<file path="src/rtl/alu_arbiter.sv">
// ---------------------------------------------------------------------------
// alu_arbiter
//
// Purpose:
//   Shares one external ALU between two requesters. In IDLE it grants one
//   pending request and pulses that requester's ack. It then drives the
//   winner's operands and opcode select lines to the ALU, waits LAT cycles,
//   and returns the ALU result as a one-cycle response tagged with the
//   winner's id. This block does no arithmetic of its own.
//
//   An illegal opcode is one that is not one-hot: no bit set, or more than
//   one bit set. Such a request is still acked. The ALU selects stay low,
//   and one cycle later an error response with zero data is returned.
//
// Configuration:
//   ALU_ARB_ROUND_ROBIN_EN - when defined, simultaneous requests alternate.
//                            The requester that was not granted last wins.
//                            When undefined, requester 0 always wins, and
//                            no last-grant state exists.
//
// Parameters:
//   WIDTH - operand width in bits
//   LAT   - latency of the shared ALU in cycles (1..15)
//
// Ports:
//   clk                 rising-edge clock
//   reset               asynchronous active-high reset
//   req[1:0]            request per requester
//   op1_0, op2_0, opc_0 requester 0 operands and one-hot opcode {add,sub,cmp}
//   op1_1, op2_1, opc_1 requester 1 operands and one-hot opcode {add,sub,cmp}
//   ack[1:0]            one-cycle acceptance pulse per requester
//   alu_op1, alu_op2    operands presented to the shared ALU
//   alu_add/sub/cmp     ALU operation selects
//   alu_result          ALU result including the carry/borrow bit
//   resp_valid          one-cycle response strobe
//   resp_id             requester that owns the response
//   resp_data           captured ALU result (zero on error)
//   resp_err            response reports an illegal opcode
//   busy                high whenever the FSM is not in IDLE
// ---------------------------------------------------------------------------
module alu_arbiter #(
    parameter int WIDTH = 32,
    parameter int LAT   = 2
) (
    input  logic             clk,
    input  logic             reset,
    input  logic [1:0]       req,
    input  logic [WIDTH-1:0] op1_0,
    input  logic [WIDTH-1:0] op2_0,
    input  logic [2:0]       opc_0,
    input  logic [WIDTH-1:0] op1_1,
    input  logic [WIDTH-1:0] op2_1,
    input  logic [2:0]       opc_1,
    output logic [1:0]       ack,
    output logic [WIDTH-1:0] alu_op1,
    output logic [WIDTH-1:0] alu_op2,
    output logic             alu_add,
    output logic             alu_sub,
    output logic             alu_cmp,
    input  logic [WIDTH:0]   alu_result,
    output logic             resp_valid,
    output logic             resp_id,
    output logic [WIDTH:0]   resp_data,
    output logic             resp_err,
    output logic             busy
);

    localparam int CNT_W = 4;

    typedef enum logic [1:0] {
        S_IDLE = 2'd0,
        S_WAIT = 2'd1,
        S_RESP = 2'd2
    } state_t;

    state_t             r_state;
    logic [CNT_W-1:0]   r_cnt;
    logic [1:0]         r_ack;
    logic [WIDTH-1:0]   r_op1;
    logic [WIDTH-1:0]   r_op2;
    logic               r_add;
    logic               r_sub;
    logic               r_cmp;
    logic               r_win;       // requester owning the transaction in flight
    logic               r_illegal;   // transaction in flight carries an illegal opcode
    logic               r_resp_valid;
    logic               r_resp_id;
    logic [WIDTH:0]     r_resp_data;
    logic               r_resp_err;
    logic               r_busy;
`ifdef ALU_ARB_ROUND_ROBIN_EN
    logic               r_last;      // requester granted most recently
`endif

    logic               w_grant1;    // 1: requester 1 wins this cycle
    logic [2:0]         w_opc;
    logic [WIDTH-1:0]   w_op1;
    logic [WIDTH-1:0]   w_op2;
    logic               w_legal;

    // Winner selection. A single request always wins. Simultaneous requests
    // are resolved by priority or by alternation.
    always_comb begin
        w_grant1 = 1'b0;
        if (req == 2'b10) begin
            w_grant1 = 1'b1;
        end else if (req == 2'b11) begin
`ifdef ALU_ARB_ROUND_ROBIN_EN
            w_grant1 = ~r_last;
`else
            w_grant1 = 1'b0;
`endif
        end
    end

    assign w_opc   = w_grant1 ? opc_1 : opc_0;
    assign w_op1   = w_grant1 ? op1_1 : op1_0;
    assign w_op2   = w_grant1 ? op2_1 : op2_0;
    assign w_legal = (w_opc == 3'b100) || (w_opc == 3'b010) || (w_opc == 3'b001);

    always_ff @(posedge clk or posedge reset) begin
        if (reset) begin
            r_state      <= S_IDLE;
            r_cnt        <= '0;
            r_ack        <= 2'b00;
            r_op1        <= '0;
            r_op2        <= '0;
            r_add        <= 1'b0;
            r_sub        <= 1'b0;
            r_cmp        <= 1'b0;
            r_win        <= 1'b0;
            r_illegal    <= 1'b0;
            r_resp_valid <= 1'b0;
            r_resp_id    <= 1'b0;
            r_resp_data  <= '0;
            r_resp_err   <= 1'b0;
            r_busy       <= 1'b0;
`ifdef ALU_ARB_ROUND_ROBIN_EN
            r_last       <= 1'b1;
`endif
        end else begin
            // ack is a pulse, so it clears unless a grant happens this edge.
            r_ack <= 2'b00;
            case (r_state)
                S_IDLE: begin
                    if (req != 2'b00) begin
                        r_ack     <= w_grant1 ? 2'b10 : 2'b01;
                        r_op1     <= w_op1;
                        r_op2     <= w_op2;
                        // Selects go to the ALU only when the opcode is legal.
                        r_add     <= w_legal & w_opc[2];
                        r_sub     <= w_legal & w_opc[1];
                        r_cmp     <= w_legal & w_opc[0];
                        r_win     <= w_grant1;
                        r_illegal <= ~w_legal;
                        r_cnt     <= w_legal ? CNT_W'(LAT - 1) : '0;
                        r_state   <= S_WAIT;
                        r_busy    <= 1'b1;
`ifdef ALU_ARB_ROUND_ROBIN_EN
                        r_last    <= w_grant1;
`endif
                    end
                end
                S_WAIT: begin
                    // An illegal request skips the ALU wait and errors one
                    // cycle after its grant.
                    if (r_illegal) begin
                        r_resp_valid <= 1'b1;
                        r_resp_id    <= r_win;
                        r_resp_data  <= '0;
                        r_resp_err   <= 1'b1;
                        r_state      <= S_RESP;
                    end else if (r_cnt == '0) begin
                        r_resp_valid <= 1'b1;
                        r_resp_id    <= r_win;
                        r_resp_data  <= alu_result;
                        r_resp_err   <= 1'b0;
                        r_state      <= S_RESP;
                    end else begin
                        r_cnt <= r_cnt - 1'b1;
                    end
                end
                S_RESP: begin
                    r_resp_valid <= 1'b0;
                    r_busy       <= 1'b0;
                    r_state      <= S_IDLE;
                end
                default: begin
                    r_resp_valid <= 1'b0;
                    r_busy       <= 1'b0;
                    r_state      <= S_IDLE;
                end
            endcase
        end
    end

    assign ack        = r_ack;
    assign alu_op1    = r_op1;
    assign alu_op2    = r_op2;
    assign alu_add    = r_add;
    assign alu_sub    = r_sub;
    assign alu_cmp    = r_cmp;
    assign resp_valid = r_resp_valid;
    assign resp_id    = r_resp_id;
    assign resp_data  = r_resp_data;
    assign resp_err   = r_resp_err;
    assign busy       = r_busy;

endmodule

</file>
<file path="config.mk">
export PLATFORM = sky130hd
export DESIGN_NAME = alu_arbiter
export DESIGN_NICKNAME = d
export VERILOG_FILES = /design/src/rtl/alu_arbiter.sv
export SDC_FILE = /design/constraint.sdc
export NUM_CORES = 1
export LEC_CHECK = 0
export BUFFER_PORTS_ARGS = -buffer_cell sky130_fd_sc_hd__buf_2
export CORE_UTILIZATION = 45
export DETAILED_ROUTE_END_ITERATION = 8
export GPL_TIMING_DRIVEN = 0
export PLACE_DENSITY = 0.86
export RECOVER_POWER = 50
export SYNTH_ARGS = -nofsm -noshare
export SYNTH_HDL_FRONTEND = slang
export SYNTH_SLANG_ARGS = --single-unit
</file>
<file path="constraint.sdc">
create_clock -name clk -period 5.07 [get_ports clk]
set_clock_uncertainty 0.15 [all_clocks]
set_input_delay 1.014 -clock clk [delete_from_list [all_inputs] [get_ports clk]]
set_output_delay 1.014 -clock clk [all_outputs]
set_load 0.01 [all_outputs]
</file>
==> qor.yml <==
hold_path_depth: 2
seq_area_frac_synth: 0.548
crit_chain: "buf_2 -> clkinvlp_2"
hp-class: "flop to flop"
area_delta_synth_final_pct: 39.7
synth_edf_count: 0
placed_cell_area_mm2: 0.00679
initial_core_util: 0.470
post-cts-setup-buffers: 0
cts_buffer_depth: 2
path_buf_inv: 2
die_x_um: 110
ant_nets: 0
period_minus_slack_ns: 3.11
via_count: 4675
cts_made_buffers: 17
final_core_utilization: 0.657
num_antenna_cells: 0
pin_count: 277
critPathKind: "input port to asynchronous set/reset pin"
busiest_layer: "met2"
met2_usage: 0.433
status: "complete, but fails checks"
finalCritPeriodShare: 0.614
cts_resized: 0
dp_hpwl_um: 10900
place.gp.congestion: 0.791
post-place-ws_ns: 2.57
max_freq_mhz: 321
final_cells: 945
wl_um: 14300
clkSlewWorstSetupHoldPaths_ns: 0.06
worstPathMaxFanout: 73
placed_cells: 913
cp_slowest_cell: "clkinvlp_2"
clock_latency_ns: 0.39
synth_nets: 669
maxSlewHeadroom: -1.13
ys.warnings.count: 0
grt-ovfl-total: 0
antenna_found_initial: 0
fin_nets: 965
cp.depth: 2
synthCells: 496
drt_iter0_markers: 244
slew_viol_final: 73
netlist_area_mm2: 0.00521
grt_pass1_wl_um: 22300
first_global_vias: 4663
cp_data_arrival_time_ns: 2.94
rsz0062_at_grt: "no"
fillers: 935
fp.dieH_um: 110
synth_seq_cells: 114
critPathMaxStageDelay_ns: 1.79
post_drt_wl_per_cell_um: 15.1
cp-start-kind: "input port"
postCtsHoldBufs: 0
portBuffers: 276
clock_sinks: 114
clock-root-buffer: "clkbuf_16"
drive_above_1_share: 0.405
drv_cap: 1
async_flop_share: 1.00
setup_violations: 0
worst_slack_ns: 1.96
gr-usage-met1: 0.280
coreArea_mm2: 0.0111
grtUsageTotal: 0.246
cp.required_ns: 4.89
power.leakage_nw: 3.75
total_power_w: 0.00432
cts_tree: "built"
setup.worst_path.end_class: "asynchronous set/reset pin"
htree_levels: 4
violations: "capacitance limit, slew limit"
worstMarginPinSlew_ns: 3.17
cp_top_family: "buffers and inverters"
die_area_mm2: 0.0120
via_per_inst: 4.95
drt-pass1-iter-count: 7
grt_max_degree: 74
synthDistinctLibCells: 36
drc_errors: 0
power_density_mw_per_mm2: 593
fp-row-count: 38
synth_ff_type: "dfrtp_1"
avgSynthCellArea_um2: 10.5
hold_viol_final: 0
reg2reg_depth: 7
grt_use_met3: 0.0747
irDropWorstVdd_mv: 0.322
design_area_mm2: 0.00728
state kept, by name, indices dropped and copies added, names as in the netlist:
name / cells
r_cnt: 4
alu_add: 1
alu_sub: 1
alu_cmp: 1
resp_data: 33
alu_op1: 32
alu_op2: 32
r_state: 2
resp_err: 1
resp_id: 1
r_illegal: 1
busy: 1
ack: 2
r_win: 1
resp_valid: 1
stage by stage:
stage | hold slack (ns) | TNS, ns
5_1_grt | 0.345 | 0
4_1_cts | 0.327 | 0
2_1_floorplan | 0.305 | 0
6_report | 0.321 | 0
3_5_place_dp | 0.315 | 0
3_3_place_gp | 0.307 | -41.95
power breakdown:
group          switching (W)  total (W)  internal (W)
clock network       0.000420    0.00112      0.000699
logic               0.000988    0.00166      0.000672
registers           0.000216    0.00154       0.00132
cell usage after synthesis, drive strengths merged, types with 3 or more instances:
master | number | area share
dfrtp | 114 | 0.55
o21ai | 104 | 0.10
nand2 | 102 | 0.074
mux2i | 66 | 0.13
nand2b | 35 | 0.043
buf | 23 | 0.040
clkbuf | 11 | 0.0079
inv | 6 | 0.0043
nor2 | 5 | 0.0041
mux2 | 3 | 0.0065
xnor2 | 3 | 0.0050
layout by cell type, fill, tap and decap left out, types with 2 or more instances in the layout:
cell,synthesis,routed
o221ai_1,2,2
o21ai_0,85,89
dfrtp_1,114,114
buf_12,2,2
clkbuf_16,0,17
inv_6,0,2
nand2b_1,34,34
buf_6,9,6
clkbuf_1,11,22
nor3b_1,1,2
buf_2,9,281
a21oi_1,2,2
clkinv_2,0,4
o31ai_1,2,2
mux2_1,2,2
xnor2_1,3,3
o21ai_1,17,14
mux2i_1,66,66
nand2_1,102,102
or3_1,2,2
o21a_1,2,2
nor2_1,4,5
inv_1,6,5
clkbuf_8,0,2
ha_1,2,2
clkinvlp_4,0,4
routing by layer:
metal,share of wire,vias up
li1,-,2266
met1,0.40,2180
met2,0.51,204
met3,0.070,25
met4,0.022,0
met5,0,-
worst paths after layout:
check                                start            end  slack (ns)
worst min-delay path            alu_op1[4]     alu_op1[4]        0.32
worst max register to register    r_cnt[0]     resp_valid        2.38
min in group asynchronous            reset  resp_data[23]        1.40
worst max-delay path                 reset    alu_op2[28]        1.96
worst min register to register  alu_op1[4]     alu_op1[4]        0.32
max in group clk                    req[1]     alu_op2[4]        2.10
kinds of logic after synthesis:
kind of cell               Yosys count  synth area share
buffers and inverters               40            0.0524
DFF                                114             0.548
adders and majority gates            2           0.00480
muxes                               69             0.133
xor gates and xnor gates             4           0.00673
AOI/OAI and AO/OA                  113             0.114
and+or+nand+nor                    154             0.141
cell type report:
cell class / instances / area (um^2) / area share
plain buffers: 34 / 200 / 0.0275
clock buffers: 20 / 457 / 0.0628
clock inverters: 12 / 106 / 0.0146
inverters: 6 / 23.8 / 0.00327
multi-input cells: 342 / 2060 / 0.283
flip-flops and latches: 114 / 2850 / 0.392
well taps: 140 / 175 / 0.0241
repair buffers: 277 / 1400 / 0.192
Power figures use the tool's default switching activity.
